==> config.mk <==
export PLATFORM = sky130hd
export DESIGN_NAME = fifo_agilex7
export DESIGN_NICKNAME = d
export VERILOG_FILES = /design/src/rtl/fifo_agilex7_pkg.sv /design/src/rtl/fifo_agilex7_ram.sv /design/src/rtl/fifo_agilex7.sv
export SDC_FILE = /design/constraint.sdc
export NUM_CORES = 1
export LEC_CHECK = 0
export CORE_UTILIZATION = 55
export CTS_BUF_LIST = sky130_fd_sc_hd__clkbuf_8 sky130_fd_sc_hd__clkbuf_16
export DETAILED_ROUTE_END_ITERATION = 8
export PLACE_DENSITY = 0.84
export SLEW_MARGIN = 5
export SYNTH_ARGS = -nofsm -noshare
export SYNTH_HDL_FRONTEND = slang
export SYNTH_SLANG_ARGS = --single-unit
==> constraint.sdc <==
create_clock -name clk -period 5.9 [get_ports clk]
set_input_delay 1.475 -clock clk [delete_from_list [all_inputs] [get_ports clk]]
set_output_delay 1.475 -clock clk [all_outputs]
set_load 0.03 [all_outputs]
==> src/rtl/fifo_agilex7_pkg.sv <==
// fifo_agilex7_pkg: shared types for the fifo_agilex7 slice.
// The per-cycle operation encoding lets the control block branch on what
// was accepted this cycle rather than on raw request bits.
package fifo_agilex7_pkg;

  // Accepted operation this cycle, encoded as {write, read}
  typedef enum logic [1:0] {
    OP_IDLE = 2'b00,
    OP_RD   = 2'b01,
    OP_WR   = 2'b10,
    OP_RW   = 2'b11
  } fifo_op_e;

endpackage : fifo_agilex7_pkg

==> src/rtl/fifo_agilex7_ram.sv <==
// fifo_agilex7_ram: simple dual-port WIDTH x DEPTH storage with synchronous
// write and a registered read port. The read register is the FIFO's q, so it
// is cleared by reset; the array itself is never reset. Read-during-write to
// the same address returns the old word (needed when a full FIFO reads and
// writes the same slot in one cycle).
module fifo_agilex7_ram #(
  parameter int WIDTH      = 32,
  parameter int DEPTH      = 2,
  parameter int FORCE_MLAB = 1,
  parameter int AW         = (DEPTH > 1) ? $clog2(DEPTH) : 1
) (
  input  logic             clk,
  input  logic             rst_n,
  input  logic             wr_en,
  input  logic [AW-1:0]    wr_addr,
  input  logic [WIDTH-1:0] wr_data,
  input  logic             rd_en,
  input  logic [AW-1:0]    rd_addr,
  output logic [WIDTH-1:0] q
);

  logic [WIDTH-1:0] rd_word;

  generate
    if (FORCE_MLAB != 0) begin : g_mlab
      (* ramstyle = "MLAB" *) logic [WIDTH-1:0] mem [0:DEPTH-1];

      // Synchronous write into the MLAB-constrained array
      always_ff @(posedge clk) begin
        if (wr_en) mem[wr_addr] <= wr_data;
      end

      assign rd_word = mem[rd_addr];
    end else begin : g_auto
      logic [WIDTH-1:0] mem [0:DEPTH-1];

      // Synchronous write; memory style left to the tool
      always_ff @(posedge clk) begin
        if (wr_en) mem[wr_addr] <= wr_data;
      end

      assign rd_word = mem[rd_addr];
    end
  endgenerate

  // Registered read port: loads only on an accepted read, otherwise holds
  always_ff @(posedge clk) begin
    if (!rst_n) begin
      q <= '0;
    end else if (rd_en) begin
      q <= rd_word;
    end
  end

endmodule : fifo_agilex7_ram

==> src/rtl/fifo_agilex7.sv <==
// fifo_agilex7: single-clock, normal-read-mode FIFO with arbitrary DEPTH.
// Control (pointers, occupancy, flags) lives here; storage and the q
// register live in fifo_agilex7_ram.
// Optional feature: define FIFO_AGILEX7_USEDW_EN to expose the occupancy
// count on output usedw.
module fifo_agilex7
  import fifo_agilex7_pkg::*;
#(
  parameter int WIDTH      = 32,
  parameter int DEPTH      = 2,
  parameter int FORCE_MLAB = 1
) (
  input  logic                       clk,
  input  logic                       rst_n,
  input  logic [WIDTH-1:0]           data,
  input  logic                       wrreq,
  input  logic                       rdreq,
  output logic [WIDTH-1:0]           q,
`ifdef FIFO_AGILEX7_USEDW_EN
  output logic [$clog2(DEPTH):0]     usedw,
`endif
  output logic                       empty,
  output logic                       full
);

  localparam int PW = $clog2(DEPTH);
  localparam int CW = $clog2(DEPTH) + 1;

  logic [PW-1:0] wr_ptr;
  logic [PW-1:0] rd_ptr;
  logic [CW-1:0] count;
  logic          rd_acc;
  logic          wr_acc;
  fifo_op_e      op;

  // Pointer increment with wrap at DEPTH-1 (DEPTH need not be a power of 2)
  function automatic logic [PW-1:0] ptr_next(input logic [PW-1:0] p);
    return (p == PW'(DEPTH - 1)) ? '0 : p + 1'b1;
  endfunction

  // Flags decode the registered count; no write-to-read bypass
  assign empty = (count == '0);
  assign full  = (count == CW'(DEPTH));

  // A read frees a slot in the same cycle, so a full FIFO may still write
  assign rd_acc = rdreq & ~empty;
  assign wr_acc = wrreq & (~full | rd_acc);
  assign op     = fifo_op_e'({wr_acc, rd_acc});

`ifdef FIFO_AGILEX7_USEDW_EN
  assign usedw = count;
`endif

  // Pointer and occupancy update; reset discards all contents
  always_ff @(posedge clk) begin
    if (!rst_n) begin
      wr_ptr <= '0;
      rd_ptr <= '0;
      count  <= '0;
    end else begin
      if (wr_acc) wr_ptr <= ptr_next(wr_ptr);
      if (rd_acc) rd_ptr <= ptr_next(rd_ptr);
      case (op)
        OP_WR:   count <= count + 1'b1;
        OP_RD:   count <= count - 1'b1;
        default: count <= count;
      endcase
    end
  end

  fifo_agilex7_ram #(
    .WIDTH      (WIDTH),
    .DEPTH      (DEPTH),
    .FORCE_MLAB (FORCE_MLAB),
    .AW         (PW)
  ) u_ram (
    .clk     (clk),
    .rst_n   (rst_n),
    .wr_en   (wr_acc),
    .wr_addr (wr_ptr),
    .wr_data (data),
    .rd_en   (rd_acc),
    .rd_addr (rd_ptr),
    .q       (q)
  );

endmodule : fifo_agilex7

==> impl_metrics.py <==
metrics = {
    "clocking": {
        "cts_tree": "built",
        "h-tree-depth": 3,
        "worstSkewPairLatency_ns": 0.35,
        "cts_sinks": 100,
        "cts_root_buffer": "clkbuf_8",
        "cts_max_path_buffers": 2,
        "postCtsResizedCells": 0,
        "clkTransAtPathRegs_ns": 0.09,
        "cts_made_buffers": 9,
        "cts_setup_buffers": 0,
        "cts_hold_buf": 0,
    },
    "setup_path": {
        "arrival_ns": 3.19,
        "slowest_delay_ns": 0.81,
        "cp.depth": 3,
        "path_cells": "clkdlybuf4s50_1, o21ai_0, nor2_4",
        "crit_required_ns": 5.88,
        "cp_slowest_cell": "nor2_4",
        "end_kind": "flip-flop",
        "cp_max_fo": 32,
        "cp-start-kind": "primary input",
        "crit_buf_inv": 1,
        "critPathTopFamily": "simple AND/OR/NAND/NOR gates",
        "path_class": "primary input to flip-flop",
        "worst_r2r_path_depth": 3,
    },
    "timing": {
        "tns_ns": 0,
        "setup_violations": 0,
        "achievable-frequency_ghz": 0.311,
        "fin_skew_ns": 0.00561,
        "slew_violations": 0,
        "post-route-min-period_ns": 3.21,
        "relSlewSlack_pct": 20.8,
        "rsz0062_at_grt": "false",
        "hold_viol": 0,
        "tightest_slew_ns": 1.19,
        "fin_ws_ns": 2.69,
        "fin_crit_sh_pct": 54.4,
    },
    "drt": {
        "viasPerCell": 5.37,
        "final_antenna_net_count": 0,
        "wirelength_um": 6090,
        "first_pass_iters": 5,
        "drcViolationCount": 0,
        "drt-wirelength-per-cell_um": 15.9,
        "drt_iter0_markers": 117,
        "via_count": 2057,
    },
    "logic_synthesis": {
        "synthCells": 236,
        "syn_avg_cell_area_sq_um": 15.5,
        "syn-num-nets": 272,
        "seq_area_frac_synth_pct": 72.0,
        "yosys_warnings": 0,
        "synth_area_sq_um": 3670,
        "yosysUniqueCellTypes": 20,
        "ys_seq_elements": 100,
    },
    "global_route": {
        "grt_max_degree": 66,
        "grt_usage_pct": 18.5,
        "overflow": 0,
        "grt_pass1_vias": 2080,
        "grt_pass1_wl_um": 9810,
        "grtUsageMet2_pct": 29.6,
        "gr-usage-met3_pct": 4.35,
        "antenna_found_initial": 0,
        "grt.busiest_layer": "met2",
        "grt_use_met1_pct": 23.7,
    },
    "floorplanning": {
        "dieArea_sq_um": 7000,
        "io_pins": 70,
        "die_y_um": 83.7,
        "initial_utilization_pct": 57.4,
        "dieWidth_um": 83.7,
        "fp.coreArea_sq_um": 6390,
        "rows": 29,
    },
    "layout": {
        "diodes": 0,
        "areaGrowthSynthToFinish_pct": 24.2,
        "final_area_sq_um": 4560,
        "layout.nets": 337,
        "drive_gt1_share_pct": 6.21,
    },
    "place": {
        "dp_hpwl_um": 3730,
        "placement.io_buffers": 69,
        "pre_cts_slack_ns": 2.30,
        "gp_congestion": 0.673,
        "postPlaceCellArea_sq_um": 4350,
    },
    "job": {
        "drv_cap": 0,
    },
    "pwr": {
        "p_leak_nw": 1.88,
        "vdd_drop_max_mv": 0.194,
        "powerDensity_nw_per_um2": 315,
    },
    "hold_path": {
        "hold_depth": 1,
        "hold_path_class": "flip-flop to flip-flop",
    },
    "status": {
        "status": "complete, no violations",
    },
}
cells by family (layout without fill, tap and decap cells):
group	Yosys count	in the layout	share of synthesized area [%]
xor+xnor	1	1	0.239
compound gates	39	39	9.96
mux	33	33	9.00
buf+inv	18	88	3.68
flops	100	100	72.0
simple gates	45	45	5.08
flip-flops by register name (all words and copies together) (netlist names):
register	cells
count	2
rd_ptr	1
u_ram.g_mlab.mem	64
u_ram.q	32
wr_ptr	1
worst paths after layout:
check / from / slack [ns] / endpoint
max: wrreq / 2.69 / u_ram.g_mlab.mem[0][23]
min: u_ram.q[15] / 0.50 / u_ram.q[15]
max reg2reg: count[0] / 3.86 / u_ram.g_mlab.mem[0][23]
min reg2reg: u_ram.q[15] / 0.50 / u_ram.q[15]
placed cells by master (no fill, tap or decap):
| cell | Yosys | layout |
|---|---|---|
| clkbuf_8 | 0 | 11 |
| xor2_1 | 1 | 1 |
| edfxtp_1 | 64 | 64 |
| nor2_4 | 0 | 2 |
| nor2b_1 | 2 | 2 |
| clkdlybuf4s50_1 | 0 | 69 |
| a21oi_1 | 2 | 2 |
| nand2_1 | 34 | 34 |
| clkinvlp_4 | 0 | 2 |
| inv_1 | 2 | 4 |
| buf_4 | 3 | 1 |
| nand2b_1 | 2 | 2 |
| dfxtp_1 | 36 | 35 |
| nor2_1 | 5 | 3 |
| o21a_2 | 0 | 1 |
| and2_1 | 1 | 1 |
| o211a_1 | 33 | 33 |
| o211ai_1 | 1 | 1 |
| mux2i_1 | 33 | 33 |
| o21ai_0 | 2 | 2 |
| bufinv_16 | 0 | 1 |
| nand4b_1 | 1 | 1 |
| dfxtp_2 | 0 | 1 |
layout make-up:
cell class                      instances  area (sq um)
Clock buffer                           11           151
Clock inverter                          5          52.6
Fill cell                             433          1830
Inverter                                2          7.51
Multi-Input combinational cell        118           907
Sequential cell                       100          2640
Tap cell                               77          96.3
Timing Repair Buffer                   70           698
where the power goes:
group	internal [mW]	switching, mW	total [mW]
Sequential	0.794	0.0278	0.821
Combinational	0.0860	0.0942	0.180
Clock	0.216	0.218	0.435
Total	1.10	0.340	1.44
metrics by stage:
| stage | hold slack [ns] | instances | utilization (%) | power (mW) |
|---|---|---|---|---|
| after floorplan | 0.451 | 236 | - | 0.942 |
| after global placement | 0.483 | 367 | 68.2 | 1.01 |
| after detailed placement | 0.487 | 367 | 68.2 | 1.02 |
| after CTS | 0.508 | 383 | 71.4 | 1.44 |
| after global routing | 0.525 | 383 | 71.4 | 1.49 |
| final | 0.504 | 383 | 71.4 | 1.44 |
per-layer routing:
layer  vias to the layer above  wire length (um)  part of all wire (%)
li1                       1002                 -                     -
met1                       990              2750                    45
met2                        53              2980                    49
met3                        12               247                   4.1
met4                         0               119                   2.0
met5                         -                 0                     0
synthesized netlist by cell type (all sizes together):
master	count	area [sq um]
nor2b	2	12.5
dfxtp	36	721
inv	2	7.51
o21ai	2	10.0
buf	13	116
clkbuf	3	11.3
o211a	33	330
nand4b	1	8.76
mux2i	33	330
and2	1	6.26
nand2b	2	12.5
xor2	1	8.76
edfxtp	64	1920
o21a	1	7.51
nor2	5	18.8
nand2	34	128
a21oi	2	10.0
o211ai	1	7.51
Power figures use the tool's default switching activity.
